`config.mk`:
```
export PLATFORM = sky130hd
export DESIGN_NAME = chacha_aead_seq
export DESIGN_NICKNAME = d
export VERILOG_FILES = /design/src/rtl/chacha_aead_seq.sv
export SDC_FILE = /design/constraint.sdc
export NUM_CORES = 2
export LEC_CHECK = 0
export ABC_AREA = 1
export CAP_MARGIN = 20
export CORE_AREA = 2 2 756 758
export CTS_CLUSTER_DIAMETER = 40
export DETAILED_ROUTE_END_ITERATION = 10
export DIE_AREA = 0 0 758 760
export GPL_ROUTABILITY_DRIVEN = 0
export SLEW_MARGIN = 20
export SYNTH_ARGS = -nofsm -noshare
export SYNTH_HDL_FRONTEND = slang
export SYNTH_SLANG_ARGS = --single-unit
```
`constraint.sdc`:
```
create_clock -name clk -period 2.45 [get_ports clk]
set_input_delay 0.49 -clock clk [delete_from_list [all_inputs] [get_ports clk]]
set_output_delay 0.49 -clock clk [all_outputs]
set_load 0.05 [all_outputs]
```
`src/rtl/chacha_aead_seq.sv`:
```
`default_nettype none
// ============================================================================
// Module   : chacha_aead_seq
// Brief    : Job sequencer driving chacha20_poly1305_core through one AEAD op.
//            Optional tag check enabled by defining CHACHA_SEQ_TAGCHK_EN.
// Revision : 1.0 - initial release
// ============================================================================
module chacha_aead_seq #(
    parameter int LEN_W = 32
) (
    input  logic             clk,
    input  logic             rst_n,
    input  logic             start,
    input  logic             abort,
    input  logic [255:0]     job_key,
    input  logic [95:0]      job_nonce,
    input  logic [31:0]      job_ctr,
    input  logic             job_algo,
    input  logic [LEN_W-1:0] job_aad_len,
    input  logic [LEN_W-1:0] job_pld_len,
`ifdef CHACHA_SEQ_TAGCHK_EN
    input  logic [127:0]     exp_tag,
    input  logic             chk_en,
    output logic             tag_ok,
`endif
    input  logic             s_aad_valid,
    input  logic [127:0]     s_aad_data,
    output logic             s_aad_ready,
    input  logic             s_pld_valid,
    input  logic [127:0]     s_pld_data,
    output logic             s_pld_ready,
    output logic [255:0]     key,
    output logic [95:0]      nonce,
    output logic [31:0]      ctr_init,
    output logic             algo_sel,
    output logic             cfg_we,
    output logic             ks_req,
    input  logic             ks_valid,
    output logic             aad_valid,
    output logic [127:0]     aad_data,
    output logic [15:0]      aad_keep,
    input  logic             aad_ready,
    output logic             pld_valid,
    output logic [127:0]     pld_data,
    output logic [15:0]      pld_keep,
    input  logic             pld_ready,
    output logic             len_valid,
    output logic [127:0]     len_block,
    input  logic             len_ready,
    input  logic [127:0]     tag_pre_xor,
    input  logic             tag_pre_xor_valid,
    input  logic [127:0]     tagmask,
    input  logic             tagmask_valid,
    output logic             busy,
    output logic             done,
    output logic [127:0]     tag,
    output logic             tag_valid
);

    localparam logic [3:0] C_IDLE   = 4'd0;
    localparam logic [3:0] C_CFG    = 4'd1;
    localparam logic [3:0] C_KSREQ  = 4'd2;
    localparam logic [3:0] C_KSWAIT = 4'd3;
    localparam logic [3:0] C_AAD    = 4'd4;
    localparam logic [3:0] C_PLD    = 4'd5;
    localparam logic [3:0] C_LEN    = 4'd6;
    localparam logic [3:0] C_TAG    = 4'd7;
    localparam logic [3:0] C_DONE   = 4'd8;

    localparam logic [15:0]      C_KEEP_ALL = 16'hFFFF;
    localparam logic [LEN_W-1:0] C_ONE      = LEN_W'(1);

    logic [3:0]       r_state;
    logic [3:0]       w_state_nxt;
    logic [LEN_W-1:0] r_aad_len;
    logic [LEN_W-1:0] r_pld_len;
    logic [LEN_W-1:0] r_aad_left;
    logic [LEN_W-1:0] r_pld_left;
    logic [127:0]     r_pre;
    logic [127:0]     r_mask;
    logic             r_pre_v;
    logic             r_mask_v;

    logic             w_aad_hs;
    logic             w_pld_hs;
    logic             w_aad_last;
    logic             w_pld_last;
    logic [15:0]      w_aad_keep_last;
    logic [15:0]      w_pld_keep_last;
    logic [127:0]     w_pre_val;
    logic [127:0]     w_mask_val;
    logic             w_tag_both;
    logic [127:0]     w_tag;

`ifdef CHACHA_SEQ_TAGCHK_EN
    logic [127:0]     r_exp_tag;
    logic             r_chk_en;
`endif

    // Beats per stream: ceil(len/16) without risking overflow of len+15.
    function automatic logic [LEN_W-1:0] beats(input logic [LEN_W-1:0] len);
        return (len >> 4) + LEN_W'(|len[3:0]);
    endfunction

    function automatic logic [15:0] last_keep(input logic [3:0] rem);
        return (rem == 4'd0) ? C_KEEP_ALL : ((16'h1 << rem) - 16'h1);
    endfunction

    always_comb begin
        w_aad_hs        = (r_state == C_AAD) && s_aad_valid && aad_ready;
        w_pld_hs        = (r_state == C_PLD) && s_pld_valid && pld_ready;
        w_aad_last      = w_aad_hs && (r_aad_left == C_ONE);
        w_pld_last      = w_pld_hs && (r_pld_left == C_ONE);
        w_aad_keep_last = last_keep(r_aad_len[3:0]);
        w_pld_keep_last = last_keep(r_pld_len[3:0]);

        // A half arriving this cycle counts as held so done follows in one cycle.
        w_pre_val  = tag_pre_xor_valid ? tag_pre_xor : r_pre;
        w_mask_val = tagmask_valid ? tagmask : r_mask;
        w_tag_both = (r_state == C_TAG) && (r_pre_v || tag_pre_xor_valid)
                     && (r_mask_v || tagmask_valid);
        w_tag      = algo_sel ? (w_pre_val + w_mask_val) : (w_pre_val ^ w_mask_val);
    end

    always_comb begin
        w_state_nxt = r_state;
        case (r_state)
            C_IDLE:   if (start) w_state_nxt = C_CFG;
            C_CFG:    w_state_nxt = C_KSREQ;
            C_KSREQ:  w_state_nxt = C_KSWAIT;
            C_KSWAIT: begin
                if (ks_valid) begin
                    if (r_aad_len != '0)      w_state_nxt = C_AAD;
                    else if (r_pld_len != '0) w_state_nxt = C_PLD;
                    else                      w_state_nxt = C_LEN;
                end
            end
            C_AAD:    if (w_aad_last) w_state_nxt = (r_pld_len != '0) ? C_PLD : C_LEN;
            C_PLD:    if (w_pld_last) w_state_nxt = C_LEN;
            C_LEN:    if (len_ready) w_state_nxt = C_TAG;
            C_TAG:    if (w_tag_both) w_state_nxt = C_DONE;
            C_DONE:   w_state_nxt = C_IDLE;
            default:  w_state_nxt = C_IDLE;
        endcase
        if (abort) w_state_nxt = C_IDLE;
    end

    always_comb begin
        busy        = (r_state != C_IDLE);
        done        = (r_state == C_DONE);
        cfg_we      = (r_state == C_CFG);
        ks_req      = (r_state == C_KSREQ);
        len_valid   = (r_state == C_LEN);

        aad_valid   = (r_state == C_AAD) && s_aad_valid;
        s_aad_ready = (r_state == C_AAD) && aad_ready;
        aad_data    = (r_state == C_AAD) ? s_aad_data : '0;
        aad_keep    = (r_state != C_AAD) ? 16'h0000 :
                      (r_aad_left == C_ONE) ? w_aad_keep_last : C_KEEP_ALL;

        pld_valid   = (r_state == C_PLD) && s_pld_valid;
        s_pld_ready = (r_state == C_PLD) && pld_ready;
        pld_data    = (r_state == C_PLD) ? s_pld_data : '0;
        pld_keep    = (r_state != C_PLD) ? 16'h0000 :
                      (r_pld_left == C_ONE) ? w_pld_keep_last : C_KEEP_ALL;
    end

    always_ff @(posedge clk or negedge rst_n) begin
        if (!rst_n) begin
            r_state    <= C_IDLE;
            r_aad_len  <= '0;
            r_pld_len  <= '0;
            r_aad_left <= '0;
            r_pld_left <= '0;
            r_pre      <= '0;
            r_mask     <= '0;
            r_pre_v    <= 1'b0;
            r_mask_v   <= 1'b0;
            key        <= '0;
            nonce      <= '0;
            ctr_init   <= '0;
            algo_sel   <= 1'b0;
            len_block  <= '0;
            tag        <= '0;
            tag_valid  <= 1'b0;
`ifdef CHACHA_SEQ_TAGCHK_EN
            r_exp_tag  <= '0;
            r_chk_en   <= 1'b0;
            tag_ok     <= 1'b0;
`endif
        end else begin
            r_state <= w_state_nxt;
            if (abort) begin
                r_aad_left <= '0;
                r_pld_left <= '0;
                r_pre_v    <= 1'b0;
                r_mask_v   <= 1'b0;
                tag_valid  <= 1'b0;
`ifdef CHACHA_SEQ_TAGCHK_EN
                tag_ok     <= 1'b0;
`endif
            end else begin
                if ((r_state == C_IDLE) && start) begin
                    r_aad_len  <= job_aad_len;
                    r_pld_len  <= job_pld_len;
                    r_aad_left <= beats(job_aad_len);
                    r_pld_left <= beats(job_pld_len);
                    key        <= job_key;
                    nonce      <= job_nonce;
                    ctr_init   <= job_ctr;
                    algo_sel   <= job_algo;
                    len_block  <= {64'(job_pld_len), 64'(job_aad_len)};
                    r_pre_v    <= 1'b0;
                    r_mask_v   <= 1'b0;
                    tag_valid  <= 1'b0;
`ifdef CHACHA_SEQ_TAGCHK_EN
                    r_exp_tag  <= exp_tag;
                    r_chk_en   <= chk_en;
                    tag_ok     <= 1'b0;
`endif
                end
                if (w_aad_hs) r_aad_left <= r_aad_left - C_ONE;
                if (w_pld_hs) r_pld_left <= r_pld_left - C_ONE;
                if (r_state == C_TAG) begin
                    if (tag_pre_xor_valid) begin
                        r_pre   <= tag_pre_xor;
                        r_pre_v <= 1'b1;
                    end
                    if (tagmask_valid) begin
                        r_mask   <= tagmask;
                        r_mask_v <= 1'b1;
                    end
                end
                if (w_tag_both) begin
                    tag       <= w_tag;
                    tag_valid <= 1'b1;
`ifdef CHACHA_SEQ_TAGCHK_EN
                    // Full-width equality in a single cycle keeps the check constant-time.
                    tag_ok    <= r_chk_en && (w_tag == r_exp_tag);
`endif
                end
            end
        end
    end

endmodule
`default_nettype wire
```
==> results by group <==
Drt
  – Final ANT Viol Nets: 0
  – Via count: 76,500
  – Post-route DRC violation count: 0
  – DR pass1 iterations: 9
  – Routed len/inst: 31.8 um
  – Initial drt markers: 8,205
  – Routed WL: 631,000 um
  – Vias/cell: 3.85

GRT
  – Antenna violations before repair: 385
  – Tot GR Track Use: 0.204
  – Largest net degree at the start of global routing: 88
  – Vias in the first global route: 70,900
  – First-pass GRT wire length: 758,000 um
  – Grt ovf: 0

Layout
  – Commonest non-fill, non-tap cell in the layout: nand2_1
  – Share of cells above drive strength 1: 0.362
  – Final #Nets: 13,000
  – Final instance count without filler cells: 19,800
  – Area Growth Syn to Fin: 105%
  – Final instance area: 0.117 mm2
  – Commonest cells after routing, fill and taps aside: nand2_1, buf_4, inv_1

Critical path
  – CP max FO: 7
  – Worst setup EP type: output port
  – Crit path kind: reg -> out
  – Arr. time, crit path: 2.98 ns
  – CP startpoint kind: flop
  – CP Data Required Time: 1.96 ns

Placement
  – Setup WS pre-CTS: -1.26 ns
  – # placed instances: 19,000
  – Placed cell areas: 0.0948 mm2
  – Port Buffers: 1,847
  – Hpwl dp: 537,000 um

Floorplanning
  – IO Pins: 1,912
  – Starting Density: 0.101
  – Row count: 277
  – Core ar.: 0.568 mm2
  – Die X: 758 um
  – Die Height: 760 um
  – Die area: 0.576 mm2

STA
  – Setup TNS: -204.64 ns
  – Setup ws final: -1.02 ns
  – Period utilisation layout: 1.42
  – Final min period: 3.47 ns
  – RSZ-0062 raised after global routing: yes
  – Clock skew: 0.0817 ns
  – Achievable Freq: 288 MHz
  – Worst-margin pin slew: 0.753 ns
  – Setup-failing EPs final: 426
  – Slew margin rel.: 0.497
  – Final Hold Viols: 0
  – Max-slew violations: 0

Power and ir drop
  – Leak: 56.8 nW
  – VDD IR max: 0.000654 V
  – Total power: 135 mW
  – Cell Pwr Density: 1150 mW/mm2

Logic synthesis
  – #FFs+latches synth: 904
  – Most used DFF post-synth: dfrtp_1
  – Largest area contributor in the netlist: dfrtp_1
  – Netlist Area Pre-Place: 0.0572 mm2
  – Synth area leaders: dfrtp_1, nand2_1, inv_1, o21ai_0, nor2_1
  – Yosys warning total: 0
  – Yosys top cell area share: 0.396
  – Share of the yosys chip area belonging to registers: 0.396
  – Syn Area/Cell: 6.43 um2
  – EDFF count, synth: 0
  – Syn Inst Count: 8,895
  – Async SR Flop Fraction: 1.00
  – Synth unique cells: 63

Clocking
  – H-tree depth: 4
  – Sink Count: 904
  – Root Buffer: clkbuf_16
  – Clock Tree Buf Depth: 4
  – Clk_lat worst skew: 0.94 ns
  – CTS tree: done
  – CTS clk-pin slew, worst paths: 0.06 ns
  – Total CTS buffers: 178

Flow run
  – Max_cap viols: 0

Outcome
  – Violated checks: setup timing
  – Outcome: complete, but fails checks

Min path
  – Hold Crit Class: in -> reg
-- layout make-up --
class                           count  area [um2]
Fill cell                       62200      451000
Multi-Input combinational cell   6191       38700
Timing Repair Buffer             3142       33500
Sequential cell                   904       22600
Tap cell                         7533        9430
Inverter                         1495        5790
Clock buffer                      205        4720
Clock inverter                    120        1540
Antenna cell                      256         641
Timing Repair inverter              2        46.3
-- path summary, 6_finish.rpt --
path,from,endpoint,slack (ns),depth (start not counted)
setup / recovery,r_pld_left[17]$_DFFE_PN0P_,pld_keep[12],-1.02,11
hold / removal,job_ctr[30],ctr_init[30]$_DFFE_PN0P_,0.11,3
min in group asynchronous,rst_n,tag[62]$_DFFE_PN0P_,0.38,3
setup reg to reg,r_pre[37]$_DFFE_PN0P_,tag[64]$_DFFE_PN0P_,-0.43,18
max in group asynchronous,rst_n,r_state[1]$_DFFE_PN0P_,1.22,3
hold reg to reg,nonce[77]$_DFFE_PN0P_,nonce[77]$_DFFE_PN0P_,0.46,2
-- layer usage --
layer,track usage,routed length [um],vias to the layer above,part of all wire
met2,0.268,232000,5218,0.37
met5,0.0000834,1050,-,0.0017
li1,-,-,33300,-
met1,0.220,221000,36200,0.35
met4,0.144,59300,142,0.094
met3,0.157,118000,1684,0.19
-- where the power goes --
| group | switching (mW) | internal (mW) | leakage, nW |
|---|---|---|---|
| Combinational | 57.7 | 27.0 | 43.2 |
| Sequential | 3.20 | 20.5 | 10.6 |
| Clock | 10.1 | 16.0 | 2.99 |
-- stage by stage --
stage               hold WS [ns]  utilization
finish                     0.111        0.206
global route              0.0819        0.206
CTS                       0.0174        0.193
detailed placement         0.457        0.167
global placement           0.452        0.167
floorplan                  0.194            -
-- logic make-up after synthesis --
logic type / share of synthesized area
compound gates: 0.0850
flops: 0.396
xor+xnor: 0.0181
fa+ha+maj: 0.0303
buf+inv: 0.131
simple gates: 0.340
other cells: 0.0000656
-- flip-flops by register name, summed over array words and instances (netlist names) --
name / cells
r_aad_len: 31
r_pre: 128
tag: 128
r_mask_v: 1
r_aad_left: 32
tag_valid: 1
r_state: 4
key: 256
algo_sel: 1
r_pld_left: 32
ctr_init: 32
r_pld_len: 32
len_block: 1
r_pre_v: 1
r_mask: 128
nonce: 96
-- worst max-delay path: stages, from the launching register on --
cell and delay, ns:
dfrtp_1 0.38, inv_1 0.09, nand2_1 0.09, nor2_1 0.22, nand2_2 0.11, nor4_4 0.32, buf_12 0.23, a21oi_4 0.10
clkinvlp_4 0.11, buf_12 0.15, o31ai_4 0.08, buf_6 0.16
-- synth_stat cells (3+ instances only) --
cell type and n:
nor2_1 681, dfrtp_1 904, nand2_4 5, nand4_1 31, o22ai_1 21, nand3_2 5, buf_2 149, a31oi_1 11
nor2_4 12, nand2_1 3789, o21ai_1 49, buf_1 6, o211ai_1 9, clkbuf_1 137, inv_1 1476, nor4_1 48
inv_2 18, nand2_2 7, a31o_2 3, buf_6 3, nor3_1 48, a21oi_1 115, o21ai_0 706, nor3_2 4
nor2_2 17, and2_1 4, xnor2_1 61, a32o_1 3, ha_1 137, nand3b_1 6, nand3_1 259, o31ai_1 5
xor2_1 57, buf_4 73
-- timing repair --
action,4_1_cts,5_1_grt
gates resized for setup,1574,1425
hold endpoints to repair,395,0
setup buffers,166,167
gates cloned,37,23
pin swaps,334,614
hold buffers,1,0
endpoints found under the setup margin,527,604
Note: power is estimated with default switching activity, not from simulation.
